## src/rtl/mips_pkg.sv

```systemverilog
// Shared definitions for the single-cycle MIPS core: fetch FSM encoding,
// opcode/function constants and instruction width.
package mips_pkg;

    localparam int INSTR_W = 32;

    localparam logic [5:0] OP_RTYPE = 6'd0;
    localparam logic [5:0] FUNC_JR  = 6'd8;
    localparam logic [5:0] OP_J     = 6'd2;
    localparam logic [5:0] OP_JAL   = 6'd3;
    localparam logic [5:0] OP_HALT  = 6'd63;

    typedef enum logic [1:0] {
        FETCH = 2'd0,
        WAIT  = 2'd1,
        EXEC  = 2'd2,
        HALT  = 2'd3
    } fetch_state_e;

    function automatic logic is_jr(input logic [INSTR_W-1:0] word);
        return (word[31:26] == OP_RTYPE) && (word[5:0] == FUNC_JR);
    endfunction

endpackage

```

## src/rtl/next_pc_calc.sv

```systemverilog
// Combinational next-PC selection for the fetch stage. Priority: done hold,
// JR, J/JAL, taken branch, sequential.
module next_pc_calc
    import mips_pkg::*;
(
    input  logic [31:0]        pc,
    input  logic [INSTR_W-1:0] instr,
    input  logic               branch,
    input  logic               branch_cond,
    input  logic               jump,
    input  logic               done,
    input  logic [31:0]        rs_data,
    output logic [31:0]        next_pc,
    output logic               misalign
);

    logic [31:0] pc_plus4;
    logic [31:0] br_offset;
    logic        jr;

    assign pc_plus4  = pc + 32'd4;
    assign br_offset = {{14{instr[15]}}, instr[15:0], 2'b00};
    assign jr        = is_jr(instr);

    always_comb begin
        next_pc = pc_plus4;
        if (done) begin
            next_pc = pc;
        end else if (jump && jr) begin
            // Low bits are forced clear; a misaligned target is flagged separately.
            next_pc = {rs_data[31:2], 2'b00};
        end else if (jump) begin
            next_pc = {pc_plus4[31:28], instr[25:0], 2'b00};
        end else if (branch && branch_cond) begin
            next_pc = pc_plus4 + br_offset;
        end
    end

    assign misalign = !done && jump && jr && (rs_data[1:0] != 2'b00);

endmodule

```

## src/rtl/fetch_pc_unit.sv

```systemverilog
// Instruction fetch / program counter stage: FETCH -> WAIT -> EXEC -> FETCH,
// with absorbing HALT. Optional misaligned-JR trap under PC_ALIGN_CHECK_EN.
module fetch_pc_unit
    import mips_pkg::*;
#(
    parameter logic [31:0] RESET_PC = 32'h0000_0000
) (
    input  logic               clk,
    input  logic               rst,
    output logic               imem_req,
    output logic [31:0]        imem_addr,
    input  logic [INSTR_W-1:0] imem_rdata,
    input  logic               imem_valid,
    input  logic               branch,
    input  logic               branch_cond,
    input  logic               jump,
    input  logic               done,
    input  logic [31:0]        rs_data,
    output logic [INSTR_W-1:0] instr,
    output logic               instr_valid,
    output logic [31:0]        pc,
    output logic [31:0]        link_addr,
    output logic               halted,
    output logic               fault
);

    localparam logic [1:0] S_FETCH = FETCH;
    localparam logic [1:0] S_WAIT  = WAIT;
    localparam logic [1:0] S_EXEC  = EXEC;
    localparam logic [1:0] S_HALT  = HALT;

    logic [1:0]  state;
    logic [31:0] next_pc;
    logic        misalign;
    logic        trap;

    next_pc_calc u_next_pc_calc (
        .pc          (pc),
        .instr       (instr),
        .branch      (branch),
        .branch_cond (branch_cond),
        .jump        (jump),
        .done        (done),
        .rs_data     (rs_data),
        .next_pc     (next_pc),
        .misalign    (misalign)
    );

`ifdef PC_ALIGN_CHECK_EN
    logic fault_q;

    assign trap  = misalign;
    assign fault = fault_q;

    always_ff @(posedge clk or posedge rst) begin
        if (rst) begin
            fault_q <= 1'b0;
        end else if (state == S_EXEC && misalign) begin
            fault_q <= 1'b1;
        end
    end
`else
    // Without the check a misaligned JR simply drops its low bits.
    assign trap  = 1'b0;
    assign fault = misalign & 1'b0;
`endif

    // Handshake: imem_req is a single-cycle strobe in FETCH; memory answers
    // with a single-cycle imem_valid, which is only honoured in WAIT.
    assign imem_req  = (state == S_FETCH) && !rst;
    assign imem_addr = pc;
    assign link_addr = pc + 32'd4;
    assign halted    = (state == S_HALT);

    always_ff @(posedge clk or posedge rst) begin
        if (rst) begin
            state       <= S_FETCH;
            pc          <= RESET_PC;
            instr       <= '0;
            instr_valid <= 1'b0;
        end else begin
            case (state)
                S_FETCH: begin
                    state <= S_WAIT;
                end
                S_WAIT: begin
                    if (imem_valid) begin
                        instr       <= imem_rdata;
                        instr_valid <= 1'b1;
                        state       <= S_EXEC;
                    end
                end
                S_EXEC: begin
                    instr_valid <= 1'b0;
                    if (done || trap) begin
                        state <= S_HALT;
                    end else begin
                        pc    <= next_pc;
                        state <= S_FETCH;
                    end
                end
                S_HALT: begin
                    state <= S_HALT;
                end
                default: begin
                    state <= S_FETCH;
                end
            endcase
        end
    end

endmodule
```

## config.mk

```make
export PLATFORM = sky130hd
export DESIGN_NAME = fetch_pc_unit
export DESIGN_NICKNAME = d
export VERILOG_FILES = /design/src/rtl/mips_pkg.sv /design/src/rtl/next_pc_calc.sv /design/src/rtl/fetch_pc_unit.sv
export SDC_FILE = /design/constraint.sdc
export NUM_CORES = 1
export LEC_CHECK = 0
export ABC_AREA = 1
export BUFFER_PORTS_ARGS = -buffer_cell sky130_fd_sc_hd__clkbuf_2
export CELL_PAD_IN_SITES_DETAIL_PLACEMENT = 0
export CELL_PAD_IN_SITES_GLOBAL_PLACEMENT = 1
export CORE_MARGIN = 2
export CORE_UTILIZATION = 33
export CTS_BUF_LIST = sky130_fd_sc_hd__clkbuf_4 sky130_fd_sc_hd__clkbuf_8
export CTS_CLUSTER_DIAMETER = 200
export DETAILED_ROUTE_END_ITERATION = 10
export PLACE_DENSITY = 0.87
export RECOVER_POWER = 100
export REMOVE_ABC_BUFFERS = 1
export SYNTH_ARGS = -nofsm -noshare
export SYNTH_HDL_FRONTEND = slang
export SYNTH_SLANG_ARGS = --single-unit
```

## constraint.sdc

```tcl
create_clock -name clk -period 2.84 [get_ports clk]
set_clock_uncertainty 0.05 [all_clocks]
set_input_delay 0.284 -clock clk [delete_from_list [all_inputs] [get_ports clk]]
set_output_delay 0.284 -clock clk [all_outputs]
set_load 0.01 [all_outputs]
```

# Yosys cells after proc, flatten, opt, wreduce, memory -nomap -nowiden
# Index checks and enable logic that the tools add are counted.
# W data, S select, Z words.
[op_classes] mux=8 bitwise=1 eq_ne=5 addsub=2 reduce_logical=11
[ops] op="$mux W32" count=3
[ops] op="$add A32 B3 Y32 const B" count=1
[ops] op="$add A32 B32 Y32" count=1
[ops] op="$pmux W2 S4" count=1
[ops] op="$eq A6 B4 Y1 const B" count=1
[ops] op="$logic_not A6 Y1" count=1
[ops] op="$reduce_and A2 Y1" count=3
[ops] op="$eq A2 B2 Y1 const B" count=2
[ops] op="$logic_and A1 B1 Y1" count=4
[ops] op="$mux W2" count=2
[ops] op="$eq A2 B1 Y1 const B" count=1
[ops] op="$logic_not A2 Y1" count=1
[ops] op="$ne A2 B2 Y1 const B" count=1
[ops] op="$pmux W1 S2" count=1
[ops] op="$reduce_bool A2 Y1" count=1
[ops] op="$logic_not A1 Y1" count=1
[ops] op="$mux W1" count=1
[ops] op="$not A1 Y1" count=1
[word_totals] register_bits=67 elab_cells=31

# Logic depth before layout (Yosys ltp)
[logic_depth] ltp_word=5 ltp_mapped=24 ltp_nobuf=24

# By module
# From an unflattened synthesis, not the netlist that was laid out.
[hier_totals] cells_unflattened=1434 hier_area_um2=8393.0
[modules_own_cells] module="next_pc_calc" n_inst=1 cells_per_inst=942 seq_area_each_um2=0.0 area_per_inst_um2=4563.1
[modules_own_cells] module="fetch_pc_unit" n_inst=1 cells_per_inst=492 seq_area_each_um2=1676.6 area_per_inst_um2=3829.9

# Least setup slack after synthesis
# Ideal clock, no wire load.
[synth_timing] path_type="register -> register" from="register pc[2], in the netlist imem_addr[2]" to="register pc[29], in the netlist imem_addr[29]" required_time_ns=2.670 arrival_ns=2.763 slack_ns=-0.093 period_less_slack_ns=2.933 stages_incl_launch_ff=20 path_buffers=0 path_cell_list="dfrtp_1 > ha_1 > nand2_1 > nor2_4 > nand2_4 > nor2_8 > nand3_2 > clkinv_2 > nand2_2 > xor2_1 > ha_1 > a21oi_1 > a21boi_0 > o21ai_0 > a21oi_1 > nand2_1 > nand2_1 > nand3_1 > nand2_1 > a21oi_1"
[synth_via] elab_chain_len=5
[synth_lines] item="start, declared" line="fetch_pc_unit.sv:21" rtl="output logic [31:0] pc,"
[synth_lines] item="start signal, assigned" line="fetch_pc_unit.sv:98" rtl="pc <= next_pc;"
[synth_lines] item="$add A32 B3 Y32"
[synth_lines] item="named net link_addr[28]" line="fetch_pc_unit.sv:22" rtl="output logic [31:0] link_addr,"
[synth_lines] item="$add A32 B32 Y32" line="next_pc_calc.sv:35" rtl="next_pc = pc_plus4 + br_offset;"
[synth_lines] item="$mux W32" line="next_pc_calc.sv:34" rtl="end else if (branch && branch_cond) begin"
[synth_lines] item="$mux W32" line="next_pc_calc.sv:32" rtl="end else if (jump) begin"
[synth_lines] item="$mux W32" line="next_pc_calc.sv:29" rtl="end else if (jump && jr) begin"
# The timed path passes the listed nets, and every way through them passes these cells.
# A chain may end at the register's enable or synchronous reset.

# Worst setup path in the final report
[layout_timing] from="register pc[2], in the netlist imem_addr[2]" to="register pc[31], in the netlist imem_addr[31]"
[layout_via] elab_chain_len=5
[layout_lines] item="$add A32 B3 Y32 (*)" line="next_pc_calc.sv:21" rtl="assign pc_plus4 = pc + 32'd4;"
[layout_lines] item="$add A32 B32 Y32" line="next_pc_calc.sv:35"
[layout_lines] item="$mux W32" line="next_pc_calc.sv:34"
[layout_lines] item="$mux W32 (*)" line="next_pc_calc.sv:32"
[layout_lines] item="$mux W32 (*)" line="next_pc_calc.sv:29"
# Every way passes the cells marked *; elsewhere a longest branch is shown, timed or not.

==> reports/metrics.cfg <==
[clock_network]
clock_sinks = 65
clk_pin_slew_ns = 0.08
numCtsBuffers = 9
root_buffer = clkbuf_8
htree_levels = 3
clk_latency_ns = 0.37
cts_hold_buffers = 0
clock_path_buffers = 2
cts_tree = built

[logic_synthesis]
synth_ff_type = dfrtp_1
yosys_warnings = 0
seq_area_frac_synth_pct = 23.8
netlist_instances = 1094
synthTopCellsByArea = dfrtp_1 24%, nand2_1 20%, inv_1 7.9%
synth_top_area_cell = dfrtp_1
netlist.area_leader.share_pct = 23.8
avgSynthCellArea_um2 = 6.24
synthTopCellsByCount = 370 x nand2_1, 143 x inv_1, 88 x nand3_1, 75 x nor2_1, 65 x dfrtp_1
ys_ff_latch = 65
synth_cell_types = 48
synth_area_mm2 = 0.00682
synth-edff-count = 0
synthArstFlopShare_pct = 100
yosysMostFrequentCell = nand2_1

[setup_path]
arrival_ns = 3.22
worstPathMaxFanout = 5
path_class = flop to flop
start_kind = flop
cp_data_required_time_ns = 3.05
cp-end-kind = flop

[sta]
worst_pin_slew_ns = 1.32
slew_headroom_pct = 12.2
hold_viol_final = 0
fin_crit_sh_pct = 106
worst_slack_ns = -0.162
final-max-slew-violation-count = 0
max_clock_freq_mhz = 333
period_minus_slack_ns = 3.00
rsz0062_at_grt = true
setup_violations = 20

[drt]
wl_met3_um = 1670
wl_met1_um = 11800
viasPerCell = 4.88
maxUsedRoutingLayer = met4
wl_per_cell_um = 16.1
wl_met2_um = 13500
first_iter_violations = 560
postRouteAntennaNets = 0
dr.pass1.iters = 5
vias = 8391
drt_wl_total_um = 27700
drc_errors = 0

[layout]
fin_cells = 1719
antenna_cells = 0
multiInputGateArea_mm2 = 0.00568
nets = 1553
regArea_mm2 = 0.00163
drive_above_1_share_pct = 46.5
fillers = 1939
synthToLayoutAreaGrowth_pct = 59.7
final_core_util_pct = 53.9

[global_route]
overflow = 0
grt_pass1_vias = 7881
grt_start_max_net_pins = 38
antenna_found_initial = 0
grt_pass1_wl_um = 41800
grtUsageTotal_pct = 24.3

[place]
hpwl_um = 21000
place_congestion = 0.943
port_buffers = 193
dp.cells = 1670

[die]
core_mm2 = 0.0202
fp.dieH_um = 148
rows = 52
die_x_um = 148
io_pins = 203
die_area_mm2 = 0.0218
initial_core_util_pct = 33.7

[power]
finalPower_mw = 14.7
ir_worst_vdd_uv = 584
cellPowerDensity_mw_per_mm2 = 1350
p_leak_nw = 5.80

[hold_path]
hp-class = input pin to flop

[flow_run]
cap_violations = 0

[status]
violations = setup timing
status = finished with violations

logic make-up (layout without fill, tap and decap cells):
group	after synthesis	in the layout	share of synthesized area [%]
xor+xnor	24	24	3.30
buf+inv	227	576	14.7
simple gates	600	600	37.8
fa+ha+maj	37	37	6.90
compound gates	117	117	9.59
mux	23	23	3.80
other cells	1	7	0.0550
flops	65	65	23.8
through the flow:
| step | hold WS, ns | area (µm²) | setup TNS (ns) | worst slack, ns |
|---|---|---|---|---|
| 3_3_place_gp | 0.391 | 9060 | -4.23 | -0.294 |
| 2_1_floorplan | 0.351 | 6460 | -10.40 | -0.438 |
| 6_report | 0.0952 | 10900 | -1.89 | -0.162 |
| 5_1_grt | 0.0859 | 10900 | -5.90 | -0.349 |
| 3_5_place_dp | 0.419 | 9060 | -5.55 | -0.312 |
| 4_1_cts | 0.0277 | 10200 | -1.64 | -0.130 |
state kept, by name, summed over array words and instances (netlist names):
name,flops
state,2
instr,32
instr_valid,1
imem_addr,30
critical path: stages, from the launching register on:
cell	delay [ns]
dfrtp_1	0.39
ha_2	0.20
nand2_2	0.07
nor2_4	0.18
nand2_4	0.10
nor2_8	0.19
nand3_4	0.11
inv_4	0.09
buf_6	0.09
nand2_2	0.04
nand2_2	0.08
nand2_4	0.08
ha_4	0.29
nand2_4	0.06
nor2_4	0.11
nand2_2	0.08
nor2_2	0.12
nand2_2	0.09
nand3_4	0.11
inv_2	0.03
nand2_1	0.04
nand2_1	0.05
nand2_1	0.05
nand2_1	0.05
nand2_1	0.07
nand2_1	0.05
path summary, 6_finish.rpt:
kind	end	depth (start not counted)	slack (ns)	start
min reg2reg	instr_valid	2	0.47	instr_valid
max reg2reg	imem_addr[31]	25	-0.16	imem_addr[2]
max	imem_addr[31]	25	-0.16	imem_addr[2]
min	instr[12]	2	0.1	imem_rdata[12]
max in group asynchronous	imem_addr[4]	3	0.93	rst
min in group asynchronous	instr[28]	2	0.24	rst
report_power, final:
part	internal, mW	switching (mW)	total [mW]
Clock	0.393	0.394	0.787
Combinational	5.30	6.70	12.0
Sequential	1.35	0.586	1.93
repair_timing:
item / CTS / global route
pin swaps: 57 / 121
endpoints found under the hold margin: 0 / 0
resized for setup: 180 / 186
buffers inserted: 18 / 18
setup endpoints to repair: 23 / 25
area by class of cell:
| class | instances | area share [%] |
|---|---|---|
| clock buffer | 13 | 1.58 |
| sequential | 65 | 15.0 |
| timing repair buffer | 396 | 22.3 |
| inverter | 165 | 5.80 |
| clock inverter | 2 | 0.115 |
| multi-input combinational | 808 | 52.1 |
| tap | 270 | 3.10 |
layout by cell type (no fill, tap or decap), types with 29 or more instances in the layout:
master,instances
buf_4,170
clkbuf_1,68
clkbuf_2,140
dfrtp_1,63
inv_1,121
inv_2,35
nand2_1,275
nand2_2,70
nand2_4,33
nand3_1,56
nor2_1,45
o21ai_0,29
metal layers:
| metal | vias up | track usage, % |
|---|---|---|
| li1 | 4117 | - |
| met1 | 3940 | 33.0 |
| met2 | 286 | 41.2 |
| met3 | 48 | 2.31 |
| met4 | 0 | 7.12 |
| met5 | - | 0 |
No activity file was read; power rests on OpenSTA's default activity.
